==> src/rtl/add_accumulator.sv <==
// rtl/add_accumulator.sv - accumulates 4-bit operand/carry-in beats into a wider burst total
//
// Purpose:
//   Consumes beats of (in_data + in_cin) over a valid/ready handshake and sums
//   them into an ACC_W-bit accumulator. A burst ends on in_last or when
//   MAX_LEN beats have been taken. The total, beat count and sticky overflow
//   flag are then held on the output port until downstream accepts them.
//
// Configuration macro:
//   ACC_SATURATE_EN - defined: accumulator clamps to 2^ACC_W-1 on overflow and
//                     stays clamped for the rest of the burst.
//                     undefined: accumulator wraps modulo 2^ACC_W.
//                     out_ovf is set on overflow in both builds.
//
// Parameters:
//   ACC_W    accumulator/result width (5..16)
//   MAX_LEN  maximum beats per burst (1..15)
//
// Ports:
//   clk        clock, rising edge
//   rst        asynchronous active-high reset
//   in_valid   input beat present
//   in_ready   stage can accept a beat
//   in_data    4-bit operand
//   in_cin     carry-in term (adds 0 or 1)
//   in_last    final beat of the burst
//   out_valid  result held and valid
//   out_ready  downstream accepts the result
//   out_sum    accumulated total
//   out_count  beats accepted in the burst
//   out_ovf    sticky overflow flag for the burst

module add_accumulator #(
  parameter int ACC_W   = 8,
  parameter int MAX_LEN = 15
) (
  input  logic             clk,
  input  logic             rst,
  input  logic             in_valid,
  output logic             in_ready,
  input  logic [3:0]       in_data,
  input  logic             in_cin,
  input  logic             in_last,
  output logic             out_valid,
  input  logic             out_ready,
  output logic [ACC_W-1:0] out_sum,
  output logic [3:0]       out_count,
  output logic             out_ovf
);

  typedef enum logic [1:0] {
    IDLE  = 2'd0,
    ACCUM = 2'd1,
    HOLD  = 2'd2
  } state_t;

  localparam logic [3:0]       MAX_CNT = 4'(MAX_LEN);
  localparam logic [ACC_W-1:0] ACC_MAX = '1;

  state_t           state, state_nxt;
  logic             live;
  logic [ACC_W-1:0] acc, acc_nxt;
  logic [3:0]       count, count_nxt;
  logic             ovf, ovf_nxt;
  logic             valid_q, valid_nxt;
  logic             beat;
  logic [4:0]       term;
  logic [ACC_W:0]   sum_ext;

  // in_ready must stay low while rst is held and only rise on the first edge
  // after release; 'live' provides that without touching the state encoding.
  assign in_ready = live && (state != HOLD);
  assign beat     = in_valid && in_ready;

  assign term    = {1'b0, in_data} + {4'b0000, in_cin};
  // One extra bit so the top bit is the carry out of the ACC_W-bit sum.
  assign sum_ext = {1'b0, acc} + (ACC_W+1)'(term);

  assign out_valid = valid_q;
  assign out_sum   = acc;
  assign out_count = count;
  assign out_ovf   = ovf;

  always_comb begin
    state_nxt = state;
    acc_nxt   = acc;
    count_nxt = count;
    ovf_nxt   = ovf;
    valid_nxt = valid_q;
    case (state)
      IDLE: begin
        if (beat) begin
          acc_nxt   = ACC_W'(term);
          count_nxt = 4'd1;
          ovf_nxt   = 1'b0;
          if (in_last || (MAX_CNT == 4'd1)) begin
            state_nxt = HOLD;
            valid_nxt = 1'b1;
          end else begin
            state_nxt = ACCUM;
          end
        end
      end
      ACCUM: begin
        if (beat) begin
          count_nxt = count + 4'd1;
          ovf_nxt   = ovf | sum_ext[ACC_W];
`ifdef ACC_SATURATE_EN
          // Once clamped, hold the ceiling for the remainder of the burst.
          if (ovf || sum_ext[ACC_W]) begin
            acc_nxt = ACC_MAX;
          end else begin
            acc_nxt = sum_ext[ACC_W-1:0];
          end
`else
          acc_nxt = sum_ext[ACC_W-1:0];
`endif
          // in_last and hitting MAX_LEN together is one termination.
          if (in_last || (count_nxt == MAX_CNT)) begin
            state_nxt = HOLD;
            valid_nxt = 1'b1;
          end
        end
      end
      HOLD: begin
        if (out_ready) begin
          state_nxt = IDLE;
          valid_nxt = 1'b0;
        end
      end
      default: begin
        state_nxt = IDLE;
        valid_nxt = 1'b0;
      end
    endcase
  end

  always_ff @(posedge clk or posedge rst) begin
    if (rst) begin
      state   <= IDLE;
      live    <= 1'b0;
      acc     <= '0;
      count   <= 4'd0;
      ovf     <= 1'b0;
      valid_q <= 1'b0;
    end else begin
      state   <= state_nxt;
      live    <= 1'b1;
      acc     <= acc_nxt;
      count   <= count_nxt;
      ovf     <= ovf_nxt;
      valid_q <= valid_nxt;
    end
  end

endmodule

==> config.mk <==
export PLATFORM = sky130hd
export DESIGN_NAME = add_accumulator
export DESIGN_NICKNAME = d
export VERILOG_FILES = /design/src/rtl/add_accumulator.sv
export SDC_FILE = /design/constraint.sdc
export NUM_CORES = 1
export LEC_CHECK = 0
export BUFFER_PORTS_ARGS = -buffer_cell sky130_fd_sc_hd__clkbuf_2
export CORE_MARGIN = 10
export CORE_UTILIZATION = 32
export DETAILED_ROUTE_END_ITERATION = 8
export PLACE_DENSITY_LB_ADDON = 0.15
export SLEW_MARGIN = 0
export SYNTH_ARGS = -nofsm -noshare
export SYNTH_HDL_FRONTEND = slang
export SYNTH_SLANG_ARGS = --single-unit
==> constraint.sdc <==
create_clock -name clk -period 1.68 [get_ports clk]
set_input_delay 0.084 -clock clk [delete_from_list [all_inputs] [get_ports clk]]
set_output_delay 0.084 -clock clk [all_outputs]
set_load 0.02 [all_outputs]
# Word-level counts from Yosys, hierarchy flattened
# Cells that the tools add are included.
[word_totals]
ff_bits = 17
out_inout_bits = 15
wordCells = 48
[op_classes]
muxes = 21
addsub = 3
bitwise_logic = 1
n_eq_ne = 9
reduce_logical = 8
[op_table]
columns = ["operator", "count"]
rows = [
  ["8-bit two-way mux", 2],
  ["8-bit case mux with 2 select lines", 1],
  ["2-bit != test (second input constant)", 6],
  ["2-bit two-way mux", 5],
  ["8-bit by 5-bit adder with 9-bit output", 1],
  ["4-bit two-way mux", 2],
  ["4-bit case mux with 2 select lines", 1],
  ["1-bit two-way mux", 7],
  ["2-bit case mux with 3 select lines", 1],
  ["4-bit by 1-bit adder with 5-bit output", 1],
  ["5-bit AND reduction", 1],
  ["4-bit by 1-bit adder with 4-bit output (second input constant)", 1],
  ["4-bit equality test (second input constant)", 1],
  ["4-bit AND reduction", 1],
  ["1-bit case mux with 3 select lines", 1],
  ["3-bit AND reduction", 1],
  ["2-bit by 1-bit equality test with 1-bit output (second input constant)", 1],
  ["2-bit equality test (second input constant)", 1],
  ["1-bit logical AND", 2],
  ["2-bit zero test", 1],
  ["1-bit case mux with 2 select lines", 1],
  ["2-bit nonzero test", 1],
  ["1-bit logical OR", 1],
  ["1-bit bitwise OR", 1],
]

# Logic depth before layout (Yosys ltp)
[logic_depth]
ltp_word = 6
depth_mapped = 8
depth_no_buf = 8

# Worst setup path before layout
# Ideal clock, no wire load.
[synth_path]
path_kind = "reg-to-reg"
startpoint = "register acc[0] (netlist: out_sum[0])"
endpoint = "register ovf (netlist: out_ovf)"
path_stages_with_launch = 7
arrival_time_ps = 1788
setup_time_ps = 119
t_required_ps = 1561
n_path_buf = 0
slack_ps = -227
cell_sequence = "dfrtp_1 -> ha_1 -> fa_1 -> a211oi_1 -> nor2_1 -> o21a_1 -> o21ba_2"
[synth_between]
elab_chain_len = 4
[synth_lines]
columns = ["element", "line", "rtl"]
rows = [
  ["start: declaration", "62", "logic [ACC_W-1:0] acc, acc_nxt;"],
  ["start signal: assignment", "149", "acc <= acc_nxt;"],
  ["8-bit by 5-bit adder with 9-bit output", "77", "assign sum_ext = {1'b0, acc} + (ACC_W+1)'(term);"],
  ["1-bit bitwise OR", "107", "ovf_nxt = ovf | sum_ext[ACC_W];"],
  ["1-bit two-way mux", "105", "if (beat) begin"],
  ["1-bit case mux with 2 select lines", "90", "case (state)"],
  ["end signal: assignment", "151", "ovf <= ovf_nxt;"],
  ["end: declaration", "64", "logic ovf, ovf_nxt;"],
]
# No other way between the ends. The select of a mux whose other input is x is not followed.
# A chain may end at the register's enable or synchronous reset.

# Worst setup path in the final report
# Ends and elaborated chain as after synthesis.

==> flow_metrics.env <==
export IMPL_combinationalPowerShare_pct=44.7
export IMPL_yosys_area_share_adder_pct=11.3
export IMPL_worst_slack_ps=-64.9
export IMPL_yosys_area_top_type_share_pct=36.4
export IMPL_syn_inst=118
export IMPL_grt_pass1_wl_microns=4900
export IMPL_synth_flop_cell="dfrtp_1"
export IMPL_synthSimpleGateAreaFrac_pct=18.9
export IMPL_status="finished with violations"
export IMPL_yosys_area_top_type="dfrtp_1"
export IMPL_place_congestion=0.840
export IMPL_async_reset_ff_share_pct=100
export IMPL_clkSinkCount=17
export IMPL_end_kind="flop"
export IMPL_power_frac_seq_pct=36.9
export IMPL_layout_min_cycle_time_ps=1740
export IMPL_core_area_sq_um=3440
export IMPL_violations="setup timing"
export IMPL_synthDistinctLibCells=43
export IMPL_grt_ovfl_total=0
export IMPL_diodes=0
export IMPL_dp_hpwl_microns=2170
export IMPL_grt_pass1_vias=1036
export IMPL_drt_vias_per_instance=5.01
export IMPL_synth_nets=138
export IMPL_r2r_slack_ps=-60
export IMPL_synth_xor_area_share_pct=2.99
export IMPL_final_hold_violation_count=0
export IMPL_powerDensity_nw_per_um2=1060
export IMPL_crit_type="flop to flop"
export IMPL_syn_to_final_growth_pct=34.5
export IMPL_setup_viol=1
export IMPL_ys_ff_latch=17
export IMPL_fmax_ghz=0.573
export IMPL_drv_cap=0
export IMPL_netlist_area_sq_um=1170
export IMPL_initial_core_util_pct=34.0
export IMPL_drtIter0Drc=35
export IMPL_synth_top_family_by_area="compound AO/OA/AOI/OAI gates"
export IMPL_crit_required_ps=1830
export IMPL_numCtsBuffers=3
export IMPL_total_power_mw=1.67
export IMPL_insertion_delay_ps=250
export IMPL_arrival_ps=1890
export IMPL_wire_per_inst_microns=14.5
export IMPL_tightest_slew_ps=654
export IMPL_drc=0
export IMPL_rsz0062_at_grt="true"
export IMPL_ys_warn_count=0
export IMPL_drive_gt1_share_pct=42.6
export IMPL_die_w_microns=80.5
export IMPL_grt_max_degree=21
export IMPL_cts_root_buf="clkbuf_8"
export IMPL_synth_top_cells_by_area="dfrtp_1 (36%), ha_1 (9.6%), o21ai_0 (4.7%)"
export IMPL_ios=25
export IMPL_slew_viol_final=0
export IMPL_cts_tree="yes"
export IMPL_htreeDepth=1
export IMPL_dieArea_sq_um=6470
export IMPL_skew_ps=2.27
export IMPL_synth_compound_area_share_pct=22.7
export IMPL_switchingPower_mw=0.651
export IMPL_antenna_found_initial=0
export IMPL_syn_area_per_cell_sq_um=9.91
export IMPL_layout_commonest_cell="clkbuf_2"
export IMPL_max_vdd_ir_drop_mv=0.448
export IMPL_ys_seq_area_share_pct=36.4
export IMPL_ant_nets=0
export IMPL_placement_io_buffers=24
export IMPL_num_vias=1007
export IMPL_synth_mux_area_fraction_pct=3.42
export IMPL_p_clk_share_pct=18.4
export IMPL_layout_nets=176
export IMPL_std_cell_rows=21
export IMPL_fin_area_sq_um=1570
export IMPL_leakage_nw=0.745
export IMPL_grt_usage_pct=9.26
export IMPL_final_cell_mix="clkbuf_2 (24), dfrtp_1 (13), nand2_1 (12), buf_4 (12), o21ai_0 (11)"
export IMPL_synth_edf_count=0
export IMPL_place_area_sq_um=1440
export IMPL_sw_frac_of_total_pct=39.1
export IMPL_finalCritPeriodShare_pct=104
export IMPL_slew_headroom_pct=56.4
export IMPL_intPower_mw=1.02
export IMPL_path_clk_slew_ps=70
export IMPL_utilization_pct=45.7
export IMPL_drt_wl_total_microns=2920
export IMPL_cts_buffer_depth=2
export IMPL_die_h_microns=80.5
export IMPL_firstDrtPassIters=4
export IMPL_start_kind="flop"
export IMPL_cp_max_fo=3
export IMPL_worstHoldPathType="primary input to flop"
cell families (layout without fill, tap and decap cells):
group	count (synthesis)	count (layout)
flops	17	17
other cells	1	1
simple gates	36	36
buf+inv	8	45
compound gates	38	38
mux	4	4
fa+ha+maj	10	10
xor+xnor	4	4
synthesized netlist by cell type, types with 2 or more instances:
master / count
ha_1: 9
buf_4: 2
o31ai_1: 3
nand2b_1: 2
a21o_1: 4
nor2_1: 7
inv_1: 4
nand3_1: 3
a211oi_1: 2
nand2_1: 12
o211ai_1: 2
and2_1: 2
mux2i_1: 4
xor2_1: 3
o21ai_0: 11
a21oi_1: 4
and3_1: 2
dfrtp_1: 17
power groups by stage:
stage	registers, mW	logic (mW)	clock network (mW)
after floorplan	0.670	0.367	0
final	0.614	0.744	0.307
after detailed placement	0.607	0.669	0
after global placement	0.606	0.656	0
after global routing	0.631	0.839	0.341
after CTS	0.607	0.688	0.323
critical path, stage by stage, from the launching register on:
cell      delay (ps)
dfrtp_2          420
ha_4             170
fa_2             360
a211oi_2         200
nor2_1           100
o21a_1           200
o21ba_2          190
sequential cells by signal (all words and copies together), names as in the netlist:
name	cells
state	2
live	1
out_ovf	1
out_sum	8
out_valid	1
out_count	4
area by class of cell:
class,count,area [sq um]
fillers,346,1870
multi-input cells,93,806
flip-flops and latches,17,430
repair buffers,37,220
well taps,46,57.6
clock buffers,4,45.0
inverters,4,15.0
layer usage:
metal | wire length (microns) | part of all wire, % | up-vias | GRT usage [%]
met2 | 1330 | 46 | 19 | 14.1
li1 | - | - | 501 | -
met3 | 165 | 5.6 | 4 | 2.12
met5 | 0 | 0 | - | 0
met4 | 48 | 1.6 | 0 | 4.75
met1 | 1370 | 47 | 483 | 11.9
final timing paths:
| path | from | endpoint | cells after the start |
|---|---|---|---|
| min | out_ready | state[1] | 4 |
| min in group asynchronous | rst | out_ovf | 3 |
| max | out_sum[0] | out_ovf | 6 |
| max in group asynchronous | rst | out_count[0] | 3 |
| min reg2reg | out_valid | out_valid | 2 |
| max reg2reg | out_sum[0] | out_ovf | 6 |
metrics by stage:
step | setup WS, ps | hold WS [ps] | setup TNS, ps | std cells
floorplan | -52.7 | 10.0 | -125 | 118
global placement | -233 | 194 | -719 | 192
detailed placement | -242 | 203 | -801 | 192
CTS | -60.5 | 94.4 | -71.5 | 197
global route | -142 | 118 | -371 | 201
finish | -64.9 | 99.0 | -64.9 | 201
repair_timing:
item	CTS	global route
pin swaps	1	7
hold endpoints to repair	17	0
setup buffers	0	4
setup endpoints to repair	4	7
resized for setup	1	8
hold buffers	1	0
No activity file was read; power rests on OpenSTA's default activity.
